`src/rtl/controle_cronometro.sv`:
```
// controle_cronometro: BCD stopwatch controller (IDLE/RUN/PAUSE) with prescaled cascaded decimal count.
// Define CRONOMETRO_LAP_EN to add the lap/hold display register.
module controle_cronometro #(
    parameter int DIGITS   = 4,
    parameter int TICK_DIV = 10
) (
    input  logic                  clock,
    input  logic                  reset,
    input  logic                  start_stop,
    input  logic                  clear,
    input  logic                  lap,
    output logic [4*DIGITS-1:0]   bcd,
    output logic                  running,
    output logic                  overflow,
    output logic [1:0]            state
);
    typedef enum logic [1:0] {IDLE = 2'b00, RUN = 2'b01, PAUSE = 2'b10} state_t;
    localparam logic [15:0] TOP = 16'(TICK_DIV - 1);
    state_t st, st_nxt;
    logic [15:0] pres;
    logic [4*DIGITS-1:0] cnt, cnt_inc, cnt_nxt, disp_nxt;
    logic do_clear, tick, carry, wrap;
    assign state    = st;
    assign do_clear = clear && (st == IDLE || st == PAUSE);
    assign tick     = st == RUN && pres == TOP;
    assign st_nxt   = st == RUN ? (start_stop ? PAUSE : RUN) :
                      (st == IDLE || st == PAUSE) ? (clear ? IDLE : start_stop ? RUN : st) : IDLE;
    always_comb begin
        carry   = tick;
        cnt_inc = cnt;
        for (int i = 0; i < DIGITS; i++) begin
            cnt_inc[4*i+:4] = carry ? (cnt[4*i+:4] >= 4'd9 ? 4'd0 : cnt[4*i+:4] + 4'd1) : cnt[4*i+:4];
            carry = carry && cnt[4*i+:4] == 4'd9;
        end
        wrap = carry;
    end
    assign cnt_nxt = do_clear ? '0 : cnt_inc;
`ifdef CRONOMETRO_LAP_EN
    logic hold, hold_nxt;
    assign hold_nxt = do_clear ? 1'b0 : (st == RUN && lap) ? !hold : hold;
    // a freshly set hold keeps the value already on the display
    assign disp_nxt = hold_nxt ? bcd : cnt_nxt;
    always_ff @(posedge clock or posedge reset) begin
        if (reset) hold <= 1'b0;
        else hold <= hold_nxt;
    end
`else
    logic unused_lap;
    assign unused_lap = lap;
    assign disp_nxt   = cnt_nxt;
`endif
    always_ff @(posedge clock or posedge reset) begin
        if (reset) begin
            st       <= IDLE;
            pres     <= '0;
            cnt      <= '0;
            overflow <= 1'b0;
            running  <= 1'b0;
            bcd      <= '0;
        end else begin
            st       <= st_nxt;
            running  <= st_nxt == RUN;
            pres     <= (do_clear || tick) ? '0 : st == RUN ? pres + 16'd1 : pres;
            cnt      <= cnt_nxt;
            overflow <= do_clear ? 1'b0 : overflow || wrap;
            bcd      <= disp_nxt;
        end
    end
endmodule

```
`config.mk`:
```
export PLATFORM = sky130hd
export DESIGN_NAME = controle_cronometro
export DESIGN_NICKNAME = d
export VERILOG_FILES = /design/src/rtl/controle_cronometro.sv
export SDC_FILE = /design/constraint.sdc
export NUM_CORES = 1
export LEC_CHECK = 0
export BUFFER_PORTS_ARGS = -buffer_cell sky130_fd_sc_hd__buf_2
export CAP_MARGIN = 20
export CORE_MARGIN = 4
export CORE_UTILIZATION = 62
export CTS_CLUSTER_SIZE = 8
export DETAILED_ROUTE_END_ITERATION = 8
export GPL_TIMING_DRIVEN = 0
export PLACE_DENSITY = 0.81
export SETUP_SLACK_MARGIN = 0.15
export SYNTH_ARGS = -nofsm -noshare
export SYNTH_HDL_FRONTEND = slang
export SYNTH_SLANG_ARGS = --single-unit
```
`constraint.sdc`:
```
create_clock -name clock -period 3.6 [get_ports clock]
set_input_delay 0.36 -clock clock [delete_from_list [all_inputs] [get_ports clock]]
set_output_delay 0.36 -clock clock [all_outputs]
set_load 0.005 [all_outputs]
```
**Word-level counts from Yosys, hierarchy flattened**

Index checks and enable logic that the tools add are counted.

- Logic and storage cells: 57
- Bits in registers: 36
- Output and inout bits: 20

- Magnitude comparators: 4
- Add/subtract/negate cells: 5
- Eq/ne operators: 8
- Reductions and logical operators: 15
- Muxes and demuxes: 17

Operators with widths:

| cell | count |
|---|---|
| $mux 16 | 3 |
| $mux 4 | 8 |
| $add 16x1->16 const B | 1 |
| $add 4x1->4 const B | 4 |
| $eq 16x4->1 const B | 1 |
| $eq 4x4->1 const B | 4 |
| $ge 4x4->1 const B | 4 |
| $mux 2 | 5 |
| $reduce_bool 2->1 | 5 |
| $logic_and 1x1->1 | 6 |
| $eq 2x1->1 const B | 2 |
| $logic_or 1x1->1 | 3 |
| $eq 2x2->1 const B | 1 |
| $logic_not 2->1 | 1 |
| $mux 1 | 1 |

**Logic depth before layout (Yosys ltp)**

Gate-level depths: netlist of run 1.

- Word-level depth: 8
- Depth in mapped cells: 8
- Mapped depth without buffers: 6

**Worst setup path before layout of run 1**

Ideal clock, no wire load.

- Path type: flip-flop to flip-flop
- Start: register pres[1]
- End: register bcd[2]
- Setup slack: 1.346 ns
- Cell stages (with the launch flop): 8
- Required time: 3.522 ns
- Library setup time: 0.078 ns
- Data arrival time: 2.176 ns
- Cells stage by stage: dfrtp_1 > inv_1 > ha_1 > or4b_4 > or3_1 > clkbuf_2 > or4_1 > a21oi_1

- Longest elaborated chain between the ends: 3

RTL lines:

| item | RTL line | source |
|---|---|---|
| from (decl) | 20 | `logic [15:0] pres;` |
| from (signal assigned) | 63 | `pres <= (do_clear \|\| tick) ? '0 : st == RUN ? pres + 16'd1 : pres;` |
| $eq 16x4->1 | 25 | `assign tick = st == RUN && pres == TOP;` |
| $logic_and 1x1->1 | 25 |  |
| $reduce_bool 2->1 (no line) | - |  |
| to (signal assigned) | 66 | `bcd <= disp_nxt;` |
| to (decl) | 12 | `output logic [4*DIGITS-1:0] bcd,` |

No other way between the ends.
A chain may end at the register's enable or synchronous reset.

**Final worst setup path of run 1**

- Start: register pres[4]
- End: register pres[2]

- Longest elaborated chain between the ends: 4
- Elaborated cells between the ends (all ways): 5

RTL lines:

| item | RTL line |
|---|---|
| $eq 16x4->1 (*) | 25 |
| $logic_and 1x1->1 (*) | 25 |
| $logic_or 1x1->1 (*) | 63 |
| $mux 16 or $reduce_bool 2->1 (tied branches) | - |

Mark *: on every way between the ends. The rest lies on a longest branch, timed or not.

==> impl_metrics.csv, run 1 <==
group,metric,value,unit
cts,htreeDepth,2,
routing,drc,0,
cts,clkSinkCount,36,
grt,antenna_found_initial,0,
grt,grt_usage,23.09,%
sta,fin_tns_setup,0,ns
cts,cts_tree,"built",
sta,finalHoldViolCount,0,
cells_and_area,design_area,2386,um2
setup_path,crit_path_start_kind,"flop",
routing,ant_nets,0,
cts,cts_resized,0,
sta,period_minus_slack,2.598,ns
setup_path,cp.required,3.83,ns
power_and_ir_drop,p_leak,1.147,nW
placement,placed_area,2321,um2
cells_and_area,nets,273,
placement,io_buffers,23,
die,rows,20,
routing,vias,1788,
setup_path,cp-end-kind,"flop",
synth,syn_nets,242,
cells_and_area,syn2layout_area_growth,12.37,%
cts,cts_made_buffers,5,
setup_path,critPathKind,"flop to flop",
synth,ys.warnings.count,0,
placement,globalplace.congestion,0.8104,
setup_path,crit_arrival,2.83,ns
grt,grt_pass1_vias,1699,
cells_and_area,drive_above_1_share,14.96,%
setup_path,r2r_slack,1.00,ns
setup_path,crit_end,"pres[2]$_DFFE_PP0P_",
flow_run,drv_cap,0,
synth,netlist_area,2123,um2
sta,finalSetupViolCount,0,
sta,timing.fmax,0.3850,GHz
synth,synth-edff-count,0,
sta,post-route-period-util,72.16,%
hold_path,hold_path_class,"input port to asynchronous set/reset pin",
cts,cts_root_buffer,"clkbuf_4",
routing,wl_per_cell,14.78,um
placement,hpwlAfterDp,3136,um
die,die_h,66.52,um
power_and_ir_drop,ir_drop,0.2375,mV
synth,yosysUniqueCellTypes,42,
grt,grt-ovfl-total,0,
routing,via_per_inst,6.000,
die,start_util,67.34,%
synth,synthFlopType,"dfrtp_1",
setup_path,timing.rr.start,"pres[4]$_DFFE_PP0P_",
routing,dr.pass1.iters,5,
die,dieArea,4425,um2
cells_and_area,diodes,0,
cts,path_clk_slew,0.11,ns
grt,grt_pass1_wl,7734,um
die,die_w,66.52,um
setup_path,crit_fanout,10,
die,io_pins,25,
die,core-area,3153,um2
outcome,status,"finished, final reports clean",
grt,grt_start_max_net_pins,24,
cts,hold_buffers,0,
synth,synthArstFlopShare,100.0,%
sta,worst_pin_slew,0.9960,ns
setup_path,startpoint,"pres[4]$_DFFE_PP0P_",
routing,routed_wl,4404,um
setup_path,reg2reg_to,"pres[2]$_DFFE_PP0P_",
synth,syn_area_per_cell,9.521,um2
sta,rsz0062_at_grt,"false",
synth,ys_ff_latch,36,
cts,post_cts_buffers,0,
sta,slew_headroom,32.67,%
cts,clockBufferDepth,2,
sta,clock_skew,0.01119,ns
power_and_ir_drop,p_per_area,330.0,nW/um2
cts,clock_latency,0.35,ns
sta,drv_slew,0,
synth,yosysSeqAreaShare,42.43,%
routing,drtIter0Drc,185,
synth,synth_cells,223,
setup_path,rr_worst_depth,5,
-- where the power goes --
part	switching, mW	total [mW]	leakage, nW	internal (mW)
sequential	0.0188	0.434	0.498	0.415
clock	0.135	0.246	0.0374	0.111
combinational	0.0684	0.107	0.611	0.0390
-- worst min-delay path by stage --
| stage | cells after the start | end | startpoint | slack (ns) |
|---|---|---|---|---|
| final | 2 | pres[10]$_DFFE_PP0P_ | reset | 0.07 |
| after global routing | 2 | pres[9]$_DFFE_PP0P_ | reset | 0.09 |
| after CTS | 2 | pres[10]$_DFFE_PP0P_ | reset | 0.08 |
| after detailed placement | 2 | overflow$_DFF_PP0_ | reset | 0.47 |
| after global placement | 2 | overflow$_DFF_PP0_ | overflow$_DFF_PP0_ | 0.50 |
| after floorplan | 1 | state[1]$_DFF_PP0_ | start_stop | 0.47 |
-- layout by cell type (no fill, tap or decap), types with 5 or more instances in the layout --
cell type   n
dfrtp_1    36
nand4_1    12
nand3_1     6
clkbuf_1    5
clkbuf_4    5
xor2_1     11
a21oi_1    15
nand2_1     9
and2_1      5
o31ai_1     5
buf_2      25
nor2_1     16
ha_1       14
o21ai_0    12
inv_1      16
-- flip-flops by register name, indices dropped and copies added (netlist names) --
register and count:
state 2, pres 16, running 1, bcd 16, overflow 1
-- area by class of cell --
| cell class | instances | area, um2 |
|---|---|---|
| buffer | 9 | 37.54 |
| clock buffer | 7 | 65.06 |
| fill | 254 | 767.0 |
| inverter | 16 | 60.06 |
| multi-input combinational | 162 | 1125 |
| sequential | 36 | 900.9 |
| tap | 44 | 55.05 |
| timing repair buffer | 24 | 142.6 |
-- worst max-delay path, cell delays in order, from the launching register on --
cell and delay (ns):
dfrtp_1 0.45, nor4b_1 0.88, nand2_1 0.32, o21ai_1 0.46, buf_2 0.30, nor2_1 0.07
-- layer usage --
layer  vias to the layer above  global-route usage, %  part of all wire [%]
met3                         5                  5.902                   6.9
met2                        63                  35.19                    47
li1                        869                      -                     -
met5                         -                      0                     0
met1                       851                  31.80                    45
met4                         0                  8.122                  0.98
-- cells in the mapped netlist, types with 5 or more instances --
library cell / instances / share of area, %
nand3_1: 6 / 1.4
nor2_1: 16 / 2.8
inv_1: 16 / 2.8
xor2_1: 11 / 4.5
o21ai_0: 12 / 2.8
and2_1: 5 / 1.5
a21oi_1: 15 / 3.5
nand2_1: 9 / 1.6
clkbuf_1: 5 / 0.88
ha_1: 14 / 8.2
nand4_1: 12 / 3.5
dfrtp_1: 36 / 42
o31ai_1: 5 / 1.8
-- cells by family (layout without fill, tap and decap cells) --
kind of cell             count (synthesis)  after routing  share of synthesized area [%]
AO/OA/AOI/OAI                           48             48                          13.85
XOR/XNOR                                12             12                          4.950
adder cells (fa/ha/maj)                 14             14                          8.250
buffers and inverters                   25             56                          4.596
flip-flops                              36             36                          42.43
AND/OR/NAND/NOR                         88             88                          25.93
-- per-stage QoR --
step	power (mW)	hold slack [ns]	util (%)	instances	setup slack (ns)
finish	0.7874	0.06708	75.67	298	1.002
global route	0.8265	0.09001	75.67	298	0.7671
CTS	0.7910	0.08443	75.67	298	1.045
detailed placement	0.5479	0.4654	73.61	291	1.053
global placement	0.5419	0.5018	72.74	290	1.062
floorplan	0.5114	0.4673	-	223	1.346
No activity file was read; power rests on OpenSTA's default activity.
==> run 2: changes to the inputs <==
--- a/config.mk
+++ b/config.mk
@@ -5,14 +5,15 @@
 export SDC_FILE = /design/constraint.sdc
 export NUM_CORES = 1
 export LEC_CHECK = 0
+export ABC_AREA = 1
 export BUFFER_PORTS_ARGS = -buffer_cell sky130_fd_sc_hd__buf_2
 export CAP_MARGIN = 20
 export CORE_MARGIN = 4
-export CORE_UTILIZATION = 62
+export CORE_UTILIZATION = 53
 export CTS_CLUSTER_SIZE = 8
 export DETAILED_ROUTE_END_ITERATION = 8
 export GPL_TIMING_DRIVEN = 0
-export PLACE_DENSITY = 0.81
+export PLACE_DENSITY = 0.73
 export SETUP_SLACK_MARGIN = 0.15
 export SYNTH_ARGS = -nofsm -noshare
 export SYNTH_HDL_FRONTEND = slang
==> constraint.sdc (replaced) <==
create_clock -name clock -period 2.15 [get_ports clock]
set_input_delay 0.215 -clock clock [delete_from_list [all_inputs] [get_ports clock]]
set_output_delay 0.215 -clock clock [all_outputs]
set_load 0.005 [all_outputs]
==> run 2 against run 1 <==
- global-route usage is 4.0 points lower
- design area increased by 6.2%
- area after synthesis grew 6.1%
- via count is 7.7% higher
- first-iteration DRC count down 41%
- largest cell class unchanged
- sequential share of layout area decreased by 2.2 points
- clock skew is 0.0066 ns lower
- highest routed layer unchanged
- clock-buffer cell count is 1 higher
==> impl_metrics.csv, run 2 <==
group,metric,value,unit
setup_path,cp.required,2.33,ns
die,rows,23,
synth,netlist_area,2252,um2
sta,timing.fmax,0.6085,GHz
sta,slew_headroom,40.61,%
cells_and_area,fin_cells,367,
die,core-area,4058,um2
synth,synthTopCellsByCount,"49 x nand2_1, 37 x inv_1, 36 x dfrtp_1",
synth,ys_ff_latch,36,
placement,io_buffers,23,
routing,routed.top_layer,"met4",
grt,grt_start_max_net_pins,23,
placement,dpl.cell_count,359,
routing,dr.pass1.iters,4,
synth,synth-edff-count,0,
power_and_ir_drop,seqPwrFrac,43.3,%
routing,drc,0,
cells_and_area,utilization,62.47,%
synth,yosysUniqueCellTypes,32,
routing,ant_nets,0,
cells_and_area,n_fill_cell,367,
routing,routed-wl-met2,2099,um
routing,routed_wl,4632,um
synth,syn_nets,304,
placement,hpwlAfterDp,3440,um
hold_path,hold_path_class,"input port to asynchronous set/reset pin",
sta,worst_pin_slew,0.8899,ns
setup_path,critPathKind,"flop to flop",
power_and_ir_drop,internal_power,1.317,mW
sta,post-route-period-util,76.44,%
synth,ys.warnings.count,0,
flow_run,drv_cap,0,
routing,vias,1925,
power_and_ir_drop,p_sw,795.4,uW
grt,grt_usage,19.07,%
cts,post_cts_buffers,0,
cells_and_area,syn2layout_area_growth,12.56,%
cells_and_area,mostFrequentLayoutCell,"nand2_1",
cts,clkSinkCount,36,
setup_path,crit_path_start_kind,"flop",
setup_path,crit_fanout,4,
setup_path,critical_path.most_common_cell,"nand3_1",
cts,htreeDepth,2,
cts,cts_tree,"built",
grt,grt_pass1_wl,7969,um
grt,grt-ovfl-total,0,
power_and_ir_drop,power,2.113,mW
power_and_ir_drop,p_sw_share,37.65,%
cts,cts_root_buffer,"clkbuf_8",
cells_and_area,diodes,0,
setup_path,critPathTopFamily,"simple AND/OR/NAND/NOR gates",
die,start_util,55.50,%
power_and_ir_drop,p_leak,1.260,nW
sta,rsz0062_at_grt,"false",
synth,synth_top_area_cell,"dfrtp_1",
synth,synthTopCellsByArea,"dfrtp_1 40%, nand2_1 8.2%, ha_1 7.8%",
grt,grt_pass1_vias,1775,
sta,fin_tns_setup,0,ns
routing,dr_wl_met3,259,um
synth,syn_area_per_cell,7.902,um2
synth,synthArstFlopShare,100.0,%
synth,yosys.area.top_type_share,40.00,%
die,die_w,73.19,um
cts,cts_resized,0,
power_and_ir_drop,p_clk_share,23.2,%
placement,globalplace.congestion,0.8645,
sta,clock_skew,0.004582,ns
cts,hold_buffers,0,
routing,wl_per_cell,12.62,um
routing,met1_length,2243,um
outcome,status,"finished, final reports clean",
cts,clock_latency,0.28,ns
setup_path,crit_chain,"inv_1 -> ha_1 -> nand3_1 -> nor2_1 -> nand3_1 -> nor2_2 -> nand3_1 -> nand3_1 -> nand2_1",
setup_path,cp-end-kind,"flop",
synth,synth_most_common_cell,"nand2_1",
power_and_ir_drop,p_per_area,833.4,nW/um2
cells_and_area,nets,335,
sta,finalSetupViolCount,0,
sta,drv_slew,0,
power_and_ir_drop,p_comb_share,33.5,%
setup_path,critPathBufInv,1,
power_and_ir_drop,ir_drop,0.5255,mV
cts,cts_made_buffers,5,
sta,period_minus_slack,1.643,ns
cts,path_clk_slew,0.07,ns
setup_path,cpPeakStageDelay,0.41,ns
routing,via_per_inst,5.245,
cells_and_area,design_area,2535,um2
grt,antenna_found_initial,0,
synth,synthFlopType,"dfrtp_1",
synth,yosysSeqAreaShare,40.00,%
sta,finalHoldViolCount,0,
die,die_h,73.19,um
setup_path,crit_arrival,1.82,ns
routing,drtIter0Drc,109,
cts,clockBufferDepth,2,
placement,placed_area,2445,um2
setup_path,cp_slowest_cell,"dfrtp_1",
cells_and_area,drive_above_1_share,17.35,%
die,dieArea,5356,um2
synth,synth_cells,285,
die,io_pins,25,
cells_and_area,final_cell_mix,"49 x nand2_1, 37 x inv_1, 36 x dfrtp_1, 34 x nor2_1, 26 x buf_2",
run 2: cell types whose count changed after synthesis, moves of 7 or more:
cell / previous run / this run
inv_1: 16 / 37
nand2_1: 9 / 49
nor3_1: 1 / 8
nand3_1: 6 / 25
a21oi_1: 15 / 8
nor2_1: 16 / 34
run 2: power groups by stage:
stage	clock [mW]	sequential, mW	combinational (mW)
6_report	0.490	0.916	0.707
5_1_grt	0.539	0.938	0.816
4_1_cts	0.511	0.915	0.719
3_5_place_dp	0	0.927	0.709
3_3_place_gp	0	0.923	0.686
2_1_floorplan	0	0.916	0.485
run 2: worst register-to-register path: stages (launching register included):
cell and delay [ns]:
dfrtp_1 0.41, inv_1 0.07, ha_1 0.16, nand3_1 0.08, nor2_1 0.12, nand3_1 0.15
nor2_2 0.16, nand3_1 0.18, nand3_1 0.14, nand2_1 0.06
run 2: final timing paths:
| kind | depth (start not counted) | startpoint | to | slack (ns) |
|---|---|---|---|---|
| max | 9 | pres[1]$_DFFE_PP0P_ | bcd[12]$_DFFE_PP0P_ | 0.51 |
| min | 2 | reset | bcd[7]$_DFFE_PP0P_ | 0.11 |
| max reg2reg | 9 | pres[1]$_DFFE_PP0P_ | bcd[12]$_DFFE_PP0P_ | 0.51 |
| min reg2reg | 2 | overflow$_DFF_PP0_ | overflow$_DFF_PP0_ | 0.52 |
| max in group asynchronous | 3 | reset | pres[2]$_DFFE_PP0P_ | 1.44 |
| min in group clock | 3 | start_stop | state[0]$_DFF_PP0_ | 0.22 |
run 2: final cells by class:
type                    instances  area, um2  share of cell area, %
plain buffers                   5      37.54                  1.481
clock buffers                   8      90.09                  3.554
inverters                      40      151.4                  5.972
multi-input cells             204       1162                  45.85
flip-flops and latches         36      900.9                  35.54
well taps                      50      62.56                  2.468
repair buffers                 24      130.1                  5.133
run 2: per-layer routing:
| metal | vias to the layer above | track usage, % |
|---|---|---|
| li1 | 993 | - |
| met1 | 879 | 27.17 |
| met2 | 49 | 28.70 |
| met3 | 4 | 4.683 |
| met4 | 0 | 5.328 |
| met5 | - | 0 |
run 2: logic make-up after synthesis:
logic type,share of synthesized area (%)
compound gates,6.889
xor+xnor,4.667
fa+ha+maj,7.778
buf+inv,8.388
flops,40.00
simple gates,32.28
run 2: through the flow:
| stage | setup WS (ns) | hold slack [ns] |
|---|---|---|
| 6_report | 0.5065 | 0.1130 |
| 5_1_grt | 0.2916 | 0.1750 |
| 4_1_cts | 0.4929 | 0.1356 |
| 3_5_place_dp | 0.5229 | 0.4434 |
| 3_3_place_gp | 0.5506 | 0.4989 |
| 2_1_floorplan | 0.7839 | 0.3750 |
==> run 3: changes to the inputs <==
==> constraint.sdc (replaced) <==
create_clock -name clock -period 1.51 [get_ports clock]
set_input_delay 0.151 -clock clock [delete_from_list [all_inputs] [get_ports clock]]
set_output_delay 0.151 -clock clock [all_outputs]
set_load 0.005 [all_outputs]
==> run 3 against run 2 <==
- the run now ends with setup timing left
- first-iteration DRC count rose by 30%
- worst setup slack got worse by 0.54 ns
- worst hold slack improved by 0.019 ns
- design area grew 26%
- routed wire length grew 38%
- die area did not move
- power up 79%
- maximum frequency grew 6.3%
- largest power group is now combinational logic
==> impl_metrics.csv, run 3 (synthesized netlist as in run 2, its figures left out) <==
group,metric,value,unit
outcome,status,"finished with violations",
outcome,failed_checks,"setup timing",
power_and_ir_drop,p_per_area,1189,nW/um2
cts,cts_tree,"built",
setup_path,reg2reg_to,"pres[14]$_DFFE_PP0P_",
placement,globalplace.congestion,0.8676,
hold_path,hold_path_depth,3,
sta,rsz0062_at_grt,"true",
power_and_ir_drop,p_leak,1.473,nW
sta,period_minus_slack,1.546,ns
cells_and_area,diodes,0,
power_and_ir_drop,p_clk_share,19.9,%
setup_path,cp.required,1.75,ns
hold_path,hold_end,"state[0]$_DFF_PP0_",
routing,routed_wl,6403,um
cts,clockBufferDepth,2,
placement,placed_area,2462,um2
cells_and_area,final_cell_mix,"42 x nand2_1, 32 x inv_1, 30 x dfrtp_1, 24 x buf_2, 20 x nor2_1",
setup_path,crit_chain,"buf_6 -> buf_6 -> buf_4 -> nand2_1 -> nor2_2 -> nand4_1 -> xor2_1 -> nand3_2 -> nand2_1",
power_and_ir_drop,p_comb_share,44.6,%
die,rows,23,
grt,busiest_layer,"met2",
placement,io_buffers,23,
grt,grt_pass1_wl,9425,um
die,core-area,4058,um2
setup_path,cp.depth,9,
routing,wl_per_cell,16.29,um
grt,grt_start_max_net_pins,24,
setup_path,critPathBufInv,3,
sta,drv_slew,0,
setup_path,crit_path_start_kind,"flop",
setup_path,cp-end-kind,"flop",
grt,use_met2,36.15,%
die,dieArea,5356,um2
placement,hpwlAfterDp,3424,um
routing,vias,2231,
power_and_ir_drop,ir_drop,0.9231,mV
routing,via_per_inst,5.677,
grt,antenna_found_initial,0,
grt,grt_use_met3,4.270,%
routing,ant_nets,0,
hold_path,hold_path_class,"input port to flop",
die,io_pins,25,
grt,grt_usage,22.52,%
sta,whs,0.1316,ns
sta,clock_skew,0.01015,ns
sta,worst_pin_slew,0.6809,ns
flow_run,drv_cap,0,
hold_path,min_from,"start_stop",
setup_path,critPathKind,"flop to flop",
power_and_ir_drop,p_sw,1.527,mW
cts,clock_latency,0.30,ns
cts,path_clk_slew,0.07,ns
power_and_ir_drop,internal_power,2.259,mW
setup_path,r2r_slack,-0.04,ns
sta,finalSetupViolCount,13,
setup_path,cpPeakStageDelay,0.35,ns
sta,post-route-period-util,102.4,%
cells_and_area,n_fill_cell,245,
sta,fin_ws,-0.03590,ns
setup_path,cp_slowest_cell,"dfrtp_1",
routing,dr.pass1.iters,5,
setup_path,timing.rr.start,"pres[10]$_DFFE_PP0P_",
placement,place_ws,-0.07101,ns
routing,drc,0,
setup_path,critPathTopFamily,"simple AND/OR/NAND/NOR gates",
power_and_ir_drop,power,3.786,mW
cells_and_area,mostFrequentLayoutCell,"nand2_1",
cts,cts_root_buffer,"clkbuf_8",
die,die_w,73.19,um
routing,drtIter0Drc,142,
grt,grt_pass1_vias,2041,
sta,finalHoldViolCount,0,
power_and_ir_drop,seqPwrFrac,35.5,%
die,die_h,73.19,um
grt,use_met1,30.44,%
sta,slew_headroom,54.56,%
sta,fin_tns_setup,-0.2890,ns
cts,clkSinkCount,36,
power_and_ir_drop,p_sw_share,40.34,%
cells_and_area,drive_above_1_share,41.40,%
grt,grt-ovfl-total,0,
cts,cts_made_buffers,5,
cells_and_area,design_area,3184,um2
setup_path,crit_arrival,1.79,ns
cells_and_area,syn2layout_area_growth,41.39,%
sta,timing.fmax,0.6469,GHz
cells_and_area,nets,362,
setup_path,rr_worst_depth,9,
die,start_util,55.50,%
cts,htreeDepth,2,
setup_path,crit_fanout,4,
run 3: cell count changes in the layout (fill, tap and decap cells not counted), moves of 7 or more:
cell / delta
nand3_2: +12
o21ai_0: -8
buf_4: +19
nand2_1: -7
nor2_4: +12
nand3_1: -14
nor2_1: -14
run 3: stage by stage:
| step | instances | utilization [%] |
|---|---|---|
| 2_1_floorplan | 285 | - |
| 3_3_place_gp | 358 | 60.01 |
| 3_5_place_dp | 359 | 60.68 |
| 4_1_cts | 382 | 70.98 |
| 5_1_grt | 393 | 78.48 |
| 6_report | 393 | 78.48 |
run 3: tightest hold or removal path, stage by stage:
cell	delay, ns
buf_2	0.10
nand2_1	0.07
a21oi_1	0.06
run 3: power groups by stage:
stage | Combinational (mW) | Clock (mW) | Sequential, mW
floorplan | 0.690 | 0 | 1.30
global placement | 0.981 | 0 | 1.31
detailed placement | 1.01 | 0 | 1.32
CTS | 1.29 | 0.763 | 1.31
global route | 1.84 | 0.805 | 1.37
finish | 1.69 | 0.754 | 1.34
run 3: cell type report:
| type | instances | area (um2) | area share (%) |
|---|---|---|---|
| Buffer | 5 | 53.80 | 1.690 |
| Clock buffer | 7 | 96.34 | 3.026 |
| Inverter | 40 | 160.2 | 5.029 |
| Multi-Input combinational cell | 204 | 1495 | 46.95 |
| Sequential cell | 36 | 908.4 | 28.53 |
| Tap cell | 50 | 62.56 | 1.965 |
| Timing Repair Buffer | 50 | 396.6 | 12.46 |
| Timing Repair inverter | 1 | 11.26 | 0.3536 |
run 3: worst max path at each step:
stage | start | endpoint | slack (ns)
final | pres[10]$_DFFE_PP0P_ | pres[14]$_DFFE_PP0P_ | -0.04
after global routing | pres[5]$_DFFE_PP0P_ | bcd[15]$_DFFE_PP0P_ | -0.21
after global placement | bcd[9]$_DFFE_PP0P_ | bcd[15]$_DFFE_PP0P_ | -0.08
after floorplan | pres[1]$_DFFE_PP0P_ | bcd[4]$_DFFE_PP0P_ | 0.15
after detailed placement | bcd[9]$_DFFE_PP0P_ | bcd[15]$_DFFE_PP0P_ | -0.07
after CTS | pres[10]$_DFFE_PP0P_ | bcd[15]$_DFFE_PP0P_ | 0.03
run 3: layer usage:
metal	share of wire, %	vias up
li1	-	1052
met1	40	1075
met2	52	86
met3	5.8	18
met4	2.5	0
met5	0	-
run 3: timing repair:
item                                   4_1_cts  5_1_grt
pin swaps                                   22       22
hold buffers                                 1        0
gates cloned                                 1        1
setup endpoints to repair                   33       33
endpoints found under the hold margin       13        0
gates resized for setup                     53       53
buffers inserted                            14       10
